<file path="src/rtl/input_buffer_ctrl.sv">
// Pointer, occupancy and handshake controller for the input-buffer circular
// queue. Drives the write/read ports of the dual-port vector RAM, keeps the
// per-entry eof flag in a flop side-array and delays pop/eof so that
// valid_out/eof_out line up with the RAM read data.
module input_buffer_ctrl #(
    parameter int IB_DEPTH    = 4,
    parameter int RAM_LATENCY = 1,
    parameter int CNT_WIDTH   = 8
) (
    input  logic                           clk,
    input  logic                           reset,
    input  logic                           enqueue,
    input  logic                           eof_in,
    input  logic                           dequeue,
    output logic                           wr_en,
    output logic [$clog2(IB_DEPTH)-1:0]    wr_addr,
    output logic                           rd_en,
    output logic [$clog2(IB_DEPTH)-1:0]    rd_addr,
    output logic                           valid_out,
    output logic                           eof_out,
    output logic [$clog2(IB_DEPTH+1)-1:0]  occupancy,
    output logic                           full,
    output logic                           empty,
    output logic                           overflow,
    output logic [CNT_WIDTH-1:0]           drop_count
);

    localparam int AW = $clog2(IB_DEPTH);
    localparam int OW = $clog2(IB_DEPTH+1);

    logic [AW-1:0]          head;
    logic [AW-1:0]          tail;
    logic [AW-1:0]          head_nxt;
    logic [AW-1:0]          tail_nxt;
    logic [OW-1:0]          occ_nxt;
    logic                   push;
    logic                   pop;
    logic                   drop;
    logic [IB_DEPTH-1:0]    eof_mem;
    logic [RAM_LATENCY-1:0] vld_pipe;
    logic [RAM_LATENCY-1:0] eof_pipe;

    // Handshake decode on pre-edge state; a full queue may still accept a
    // vector when the same cycle frees a slot. Pointers wrap by compare so
    // non-power-of-two depths work.
    always_comb begin
        pop      = dequeue && !empty;
        push     = enqueue && (!full || pop);
        drop     = enqueue && full && !pop;
        head_nxt = (head == AW'(IB_DEPTH-1)) ? '0 : head + AW'(1);
        tail_nxt = (tail == AW'(IB_DEPTH-1)) ? '0 : tail + AW'(1);
        occ_nxt  = occupancy;
        case ({push, pop})
            2'b10:   occ_nxt = occupancy + OW'(1);
            2'b01:   occ_nxt = occupancy - OW'(1);
            default: occ_nxt = occupancy;
        endcase
    end

    assign wr_en     = push;
    assign wr_addr   = head;
    assign rd_en     = pop;
    assign rd_addr   = tail;
    assign valid_out = vld_pipe[RAM_LATENCY-1];
    assign eof_out   = eof_pipe[RAM_LATENCY-1];

    // Queue pointers, occupancy and the registered full/empty flags.
    always_ff @(posedge clk) begin
        if (reset) begin
            head      <= '0;
            tail      <= '0;
            occupancy <= '0;
            full      <= 1'b0;
            empty     <= 1'b1;
        end else begin
            if (push)
                head <= head_nxt;
            if (pop)
                tail <= tail_nxt;
            occupancy <= occ_nxt;
            full      <= (occ_nxt == OW'(IB_DEPTH));
            empty     <= (occ_nxt == '0);
        end
    end

    // Per-entry eof side-array, written alongside the RAM write port.
    always_ff @(posedge clk) begin
        if (reset)
            eof_mem <= '0;
        else if (push)
            eof_mem[head] <= eof_in;
    end

    // Sticky overflow flag and saturating count of dropped enqueues.
    always_ff @(posedge clk) begin
        if (reset) begin
            overflow   <= 1'b0;
            drop_count <= '0;
        end else if (drop) begin
            overflow <= 1'b1;
            if (drop_count != '1)
                drop_count <= drop_count + CNT_WIDTH'(1);
        end
    end

    // Delay line matching the RAM read latency; eof is qualified by pop so
    // eof_out never asserts without valid_out.
    always_ff @(posedge clk) begin
        if (reset) begin
            vld_pipe <= '0;
            eof_pipe <= '0;
        end else begin
            vld_pipe[0] <= pop;
            eof_pipe[0] <= pop && eof_mem[tail];
            for (int i = 1; i < RAM_LATENCY; i++) begin
                vld_pipe[i] <= vld_pipe[i-1];
                eof_pipe[i] <= eof_pipe[i-1];
            end
        end
    end

endmodule

</file>
<file path="config.mk">
export PLATFORM = sky130hd
export DESIGN_NAME = input_buffer_ctrl
export DESIGN_NICKNAME = d
export VERILOG_FILES = /design/src/rtl/input_buffer_ctrl.sv
export SDC_FILE = /design/constraint.sdc
export NUM_CORES = 1
export LEC_CHECK = 0
export CAP_MARGIN = 20
export CORE_MARGIN = 4
export CORE_UTILIZATION = 40
export CTS_CLUSTER_SIZE = 40
export DETAILED_ROUTE_END_ITERATION = 8
export GPL_ROUTABILITY_DRIVEN = 0
export PLACE_DENSITY = 0.69
export SKIP_CTS_REPAIR_TIMING = 1
export SYNTH_ARGS = -nofsm -noshare
export SYNTH_HDL_FRONTEND = slang
export SYNTH_SLANG_ARGS = --single-unit
</file>
<file path="constraint.sdc">
create_clock -name clk -period 2.7 [get_ports clk]
set_input_delay 0.675 -clock clk [delete_from_list [all_inputs] [get_ports clk]]
set_output_delay 0.675 -clock clk [all_outputs]
set_load 0.05 [all_outputs]
</file>
# Word-level counts from Yosys, hierarchy flattened
# Cells that the tools add are included.
[op_classes] eq_ne=6 magnitude_cmp=3 n_reduce_logical=12 n_addsub=5 n_mux=8
[ops] operator="adder 8 x 1 -> 8 bit (second input constant)" n=1
[ops] operator="inequality test 8 bit (second input constant)" n=1
[ops] operator="== test 2 bit (second input constant)" n=3
[ops] operator="logical AND 1 bit" n=6
[ops] operator="less-than comparator 2 x 3 -> 1 bit (second input constant)" n=2
[ops] operator="case mux 3 bit (2 select lines)" n=1
[ops] operator="adder 2 x 1 -> 2 bit (second input constant)" n=2
[ops] operator="bitwise mux 4 bit" n=1
[ops] operator="2-to-1 mux 2 bit" n=2
[ops] operator="adder 3 x 1 -> 3 bit (second input constant)" n=1
[ops] operator="== test 3 bit (second input constant)" n=1
[ops] operator="logical NOT 1 bit" n=3
[ops] operator="logical NOT 3 bit" n=1
[ops] operator="subtractor 3 x 1 -> 3 bit (second input constant)" n=1
[ops] operator="binary-select mux 1 bit (select 2 bit)" n=1
[ops] operator="demux 1 bit (select 2 bit)" n=1
[ops] operator="== test 2 x 1 -> 1 bit (second input constant)" n=1
[ops] operator=">= comparator 2 x 1 -> 1 bit (second input constant)" n=1
[ops] operator="2-to-1 mux 1 bit" n=2
[ops] operator="AND reduction 2 bit" n=1
[ops] operator="logical OR 1 bit" n=1
[totals] word_cells=44 input_bits=5 output_inout_bits=22 reg_bits=24

# Depth between registers and ports, before layout
[logic_depth] word_depth=7 depth_mapped=11

# Least setup slack after synthesis
# Ideal clock, no wire load.
[synth_path] kind="register to register" start="register empty" end="register full" required_time_ns=2.634 synth_period_minus_slack_ns=2.974 path_stages_with_launch=12 t_arrival_ns=2.908 setup_slack_ns=-0.274 setup_ns=0.066 cell_sequence="dfxtp_1 nand2b_1 buf_4 inv_1 o21ai_2 ha_1 inv_1 fa_1 xor2_1 or3_1 a21oi_1 nor2b_1"
[synth_between] elab_chain_cells=7 elab_cells_between_ends=8 classes_between="eq/ne (3); mux (1); reduce/logical (4)"
[synth_lines] element="start: declaration" line_no="23" text="output logic empty,"
[synth_lines] element="start signal: assignment" line_no="82" text="empty <= (occ_nxt == '0);"
[synth_lines] element="logical NOT 1 bit *" line_no="47" text="pop = dequeue && !empty;"
[synth_lines] element="logical AND 1 bit *" line_no="47"
[synth_lines] element="net rd_en" line_no="17" text="output logic rd_en,"
[synth_lines] element="logical OR 1 bit" line_no="48" text="push = enqueue && (!full || pop);"
[synth_lines] element="logical AND 1 bit" line_no="48"
[synth_lines] element="== test 2 x 1 -> 1 bit / == test 2 bit (equally long branches)" line_no="53" text="case ({push, pop})"
[synth_lines] element="case mux 3 bit (2 select lines) *" line_no="53"
[synth_lines] element="== test 3 bit *" line_no="81" text="full <= (occ_nxt == OW'(IB_DEPTH));"
[synth_lines] element="end signal: assignment" line_no="81"
[synth_lines] element="end: declaration" line_no="22" text="output logic full,"
# The timed path passes the listed nets; every way through them passes the cells marked *.
# A chain may end at the register's enable or synchronous reset.

# Final worst setup path
[layout_path] start="input dequeue" end="register full"
[layout_between] elab_chain_cells=6 elab_cells_between_ends=7 classes_between="eq/ne (3); mux (1); reduce/logical (3)"
[layout_lines] element="start: declaration" line_no="14" text="input logic dequeue,"
[layout_lines] element="logical AND 1 bit *" line_no="47"
[layout_lines] element="logical OR 1 bit" line_no="48"
[layout_lines] element="logical AND 1 bit" line_no="48"
[layout_lines] element="== test 2 x 1 -> 1 bit / == test 2 bit (equally long branches)" line_no="53"
[layout_lines] element="case mux 3 bit (2 select lines) *" line_no="53"
[layout_lines] element="== test 3 bit *" line_no="81"
# Mark *: on every way between the ends. The rest lies on a longest branch, timed or not.

==> reports/results.ini <==
[global_routing]
grt-busiest-layer=met2
grtUsageMet3_pct=2.516
use_met1_pct=18.82
grt_max_degree=15
grt_pass1_wl_um=4291
grtUsageTotal_pct=15.26
use_met2_pct=26.44
grt_pass1_vias=1010
antenna_found_initial=0
grt_overflow_total=0

[sta]
clock_skew_ns=0.01082
finalHoldViolCount=0
final.period_utilization_pct=97.25
setup_violations=0
final-max-slew-violation-count=0
rsz0062_at_grt=false
fin_hold_ws_ns=0.4804
relSlewSlack_pct=58.13
worst_slew_pin_slew_ns=0.6246
fin_crit_ns=2.626
max_freq_mhz=380.8

[placed_design]
placed_cells=188
placedInstanceArea_sq_um=1519
port_buffers=26
hpwlAfterDp_um=1960

[setup_path]
cp.required_ns=2.97
crit_path_end_kind=flop
cp-start-kind=input port
slowest_stage=clkdlybuf4s50_1
crit_chain=clkdlybuf4s50_1 -> nand2b_4 -> clkinvlp_4 -> o21ai_4 -> ha_2 -> inv_2 -> fa_2 -> xor2_1 -> or3_1 -> a21oi_2 -> nor2b_1
crit_arrival_ns=2.90
crit_type=input port to flop
cpPeakStageDelay_ns=0.46
path_max_fanout=3

[drt]
drt-wirelength-per-cell_um=13.58
drt_pass1_iterations=4
vias=999
drt_iter0_drc=56
wirelength_um=2608
ant_nets=0
viasPerCell=5.203
drc_errors=0

[power]
p_clk_share_pct=21.9
p_comb_share_pct=41.5
p_per_area_nw_per_um2=756.8
sw_frac_of_total_pct=37.30
p_leak_nw=0.5764
p_sw_mw=0.4436
vdd_drop_max_mv=0.7051
internal_power_mw=0.7457
seqPwrFrac_pct=36.7

[clock_tree]
clockBufferDepth=2
cts_max_level=1
clock-sinks=24
cts.clk_slew.worst_paths_ns=0.14
cts_made_buffers=3
cts_root_buf=clkbuf_4
clock_latency_ns=0.32
cts_tree=built

[layout]
syn_to_final_growth_pct=38.33
final_nets=175
finish.instance_area_sq_um=1572
layout-drive-gt1-share_pct=17.39
fin_util_pct=57.48
final_cell_count_no_fill=192
diodes=0

[floorplan]
num_rows=19
pin_count=27
fp.dieArea_sq_um=3757
die_y_um=61.30
fp.coreArea_sq_um=2734
initial_core_util_pct=41.56
die_w_um=61.30

[logic_synthesis]
seq_area_frac_synth_pct=42.29
yosys_register_bits=24
synth_area_leaders=dfxtp_1 42%, a21oi_1 7.9%, ha_1 7.7%
synth_fp_nets=139
synth.distinct_cells=31
synth_edf_count=0
synth_top_area_share_pct=42.29
syn_inst=126
avgSynthCellArea_sq_um=9.017
synth_area_sq_um=1136
synth.most_common_cell=dfxtp_1
synth_ff_type=dfxtp_1
async_reset_ff_share_pct=0
yosysTopAreaCell=dfxtp_1
yosys-top-cells-count=24 x dfxtp_1, 18 x a21oi_1, 14 x inv_1
yosys_warnings=0

[run]
maxCapViolCount=0

[hold_path]
hp-class=flop to flop

[run_status]
run_status=complete, no violations

[sequential cells by signal, indices dropped and copies added, names as in the netlist]
register and flops:
drop_count 8, eof_mem 4, occupancy 3, rd_addr 2, wr_addr 2, empty 1
eof_out 1, full 1, overflow 1, valid_out 1
[metrics by stage]
step	total power [mW]	setup slack, ns	TNS [ns]
2_1_floorplan	0.7579	-0.1357	-0.2729
3_3_place_gp	0.9264	-0.1710	-0.3741
3_5_place_dp	0.9356	-0.2662	-0.6803
4_1_cts	1.201	0.07729	0
5_1_grt	1.256	0.003526	0
6_report	1.189	0.07429	0
[critical path: cells and delay by family]
family	cells	cell delay, ns
AOI/OAI and AO/OA	2	0.33
xor gates and xnor gates	1	0.15
adders and majority gates	2	0.54
buffers and inverters	3	0.61
and+or+nand+nor	3	0.60
[power groups by stage]
stage | Combinational [mW] | Clock, mW | Sequential, mW
global route | 0.528 | 0.285 | 0.443
global placement | 0.486 | 0 | 0.441
finish | 0.493 | 0.260 | 0.436
CTS | 0.497 | 0.268 | 0.436
floorplan | 0.189 | 0 | 0.569
detailed placement | 0.493 | 0 | 0.443
[layout make-up]
cell class,count,area [sq um]
Clock buffer,3,22.52
Sequential cell,24,481.7
Tap cell,31,38.79
Clock inverter,1,30.03
Multi-Input combinational cell,84,606.8
Fill cell,262,1162
Inverter,14,56.30
Timing Repair Buffer,35,335.3
[metal layers]
| metal | vias to the layer above | wire length (um) | share of wire [%] |
|---|---|---|---|
| met2 | 21 | 1264 | 48 |
| li1 | 512 | - | - |
| met3 | 2 | 104 | 4.0 |
| met1 | 464 | 1221 | 47 |
| met5 | - | 0 | 0 |
| met4 | 0 | 17 | 0.65 |
[placed cells by master (no fill, tap or decap), types with 2 or more instances in the layout]
cell type and instances:
nand3_1 6, nor3_1 2, nor2b_1 3, or3_1 4, buf_4 10, or4_1 4
ha_1 6, o31ai_1 4, dfxtp_1 23, nor2_1 3, nand2_1 8, and3_1 2
clkbuf_4 3, inv_1 12, clkdlybuf4s50_1 24, a21oi_1 17, xor2_1 2, o21ai_0 8
[cells by family after synthesis]
kind of cell    after synthesis  synth area share (%)
flops                        24                 42.29
buf+inv                      18                 6.388
xor+xnor                      2                 1.542
mux                           2                 2.863
simple gates                 39                 21.15
compound gates               33                 16.30
fa+ha+maj                     8                 9.471
[final timing paths]
| check | depth (start not counted) | end | slack, ns | start |
|---|---|---|---|---|
| setup / recovery | 11 | full | 0.07 | dequeue |
| hold / removal | 1 | overflow | 0.48 | overflow |
| setup reg to reg | 10 | full | 0.51 | empty |
| hold reg to reg | 1 | overflow | 0.48 | overflow |
No activity file was read; power rests on OpenSTA's default activity.
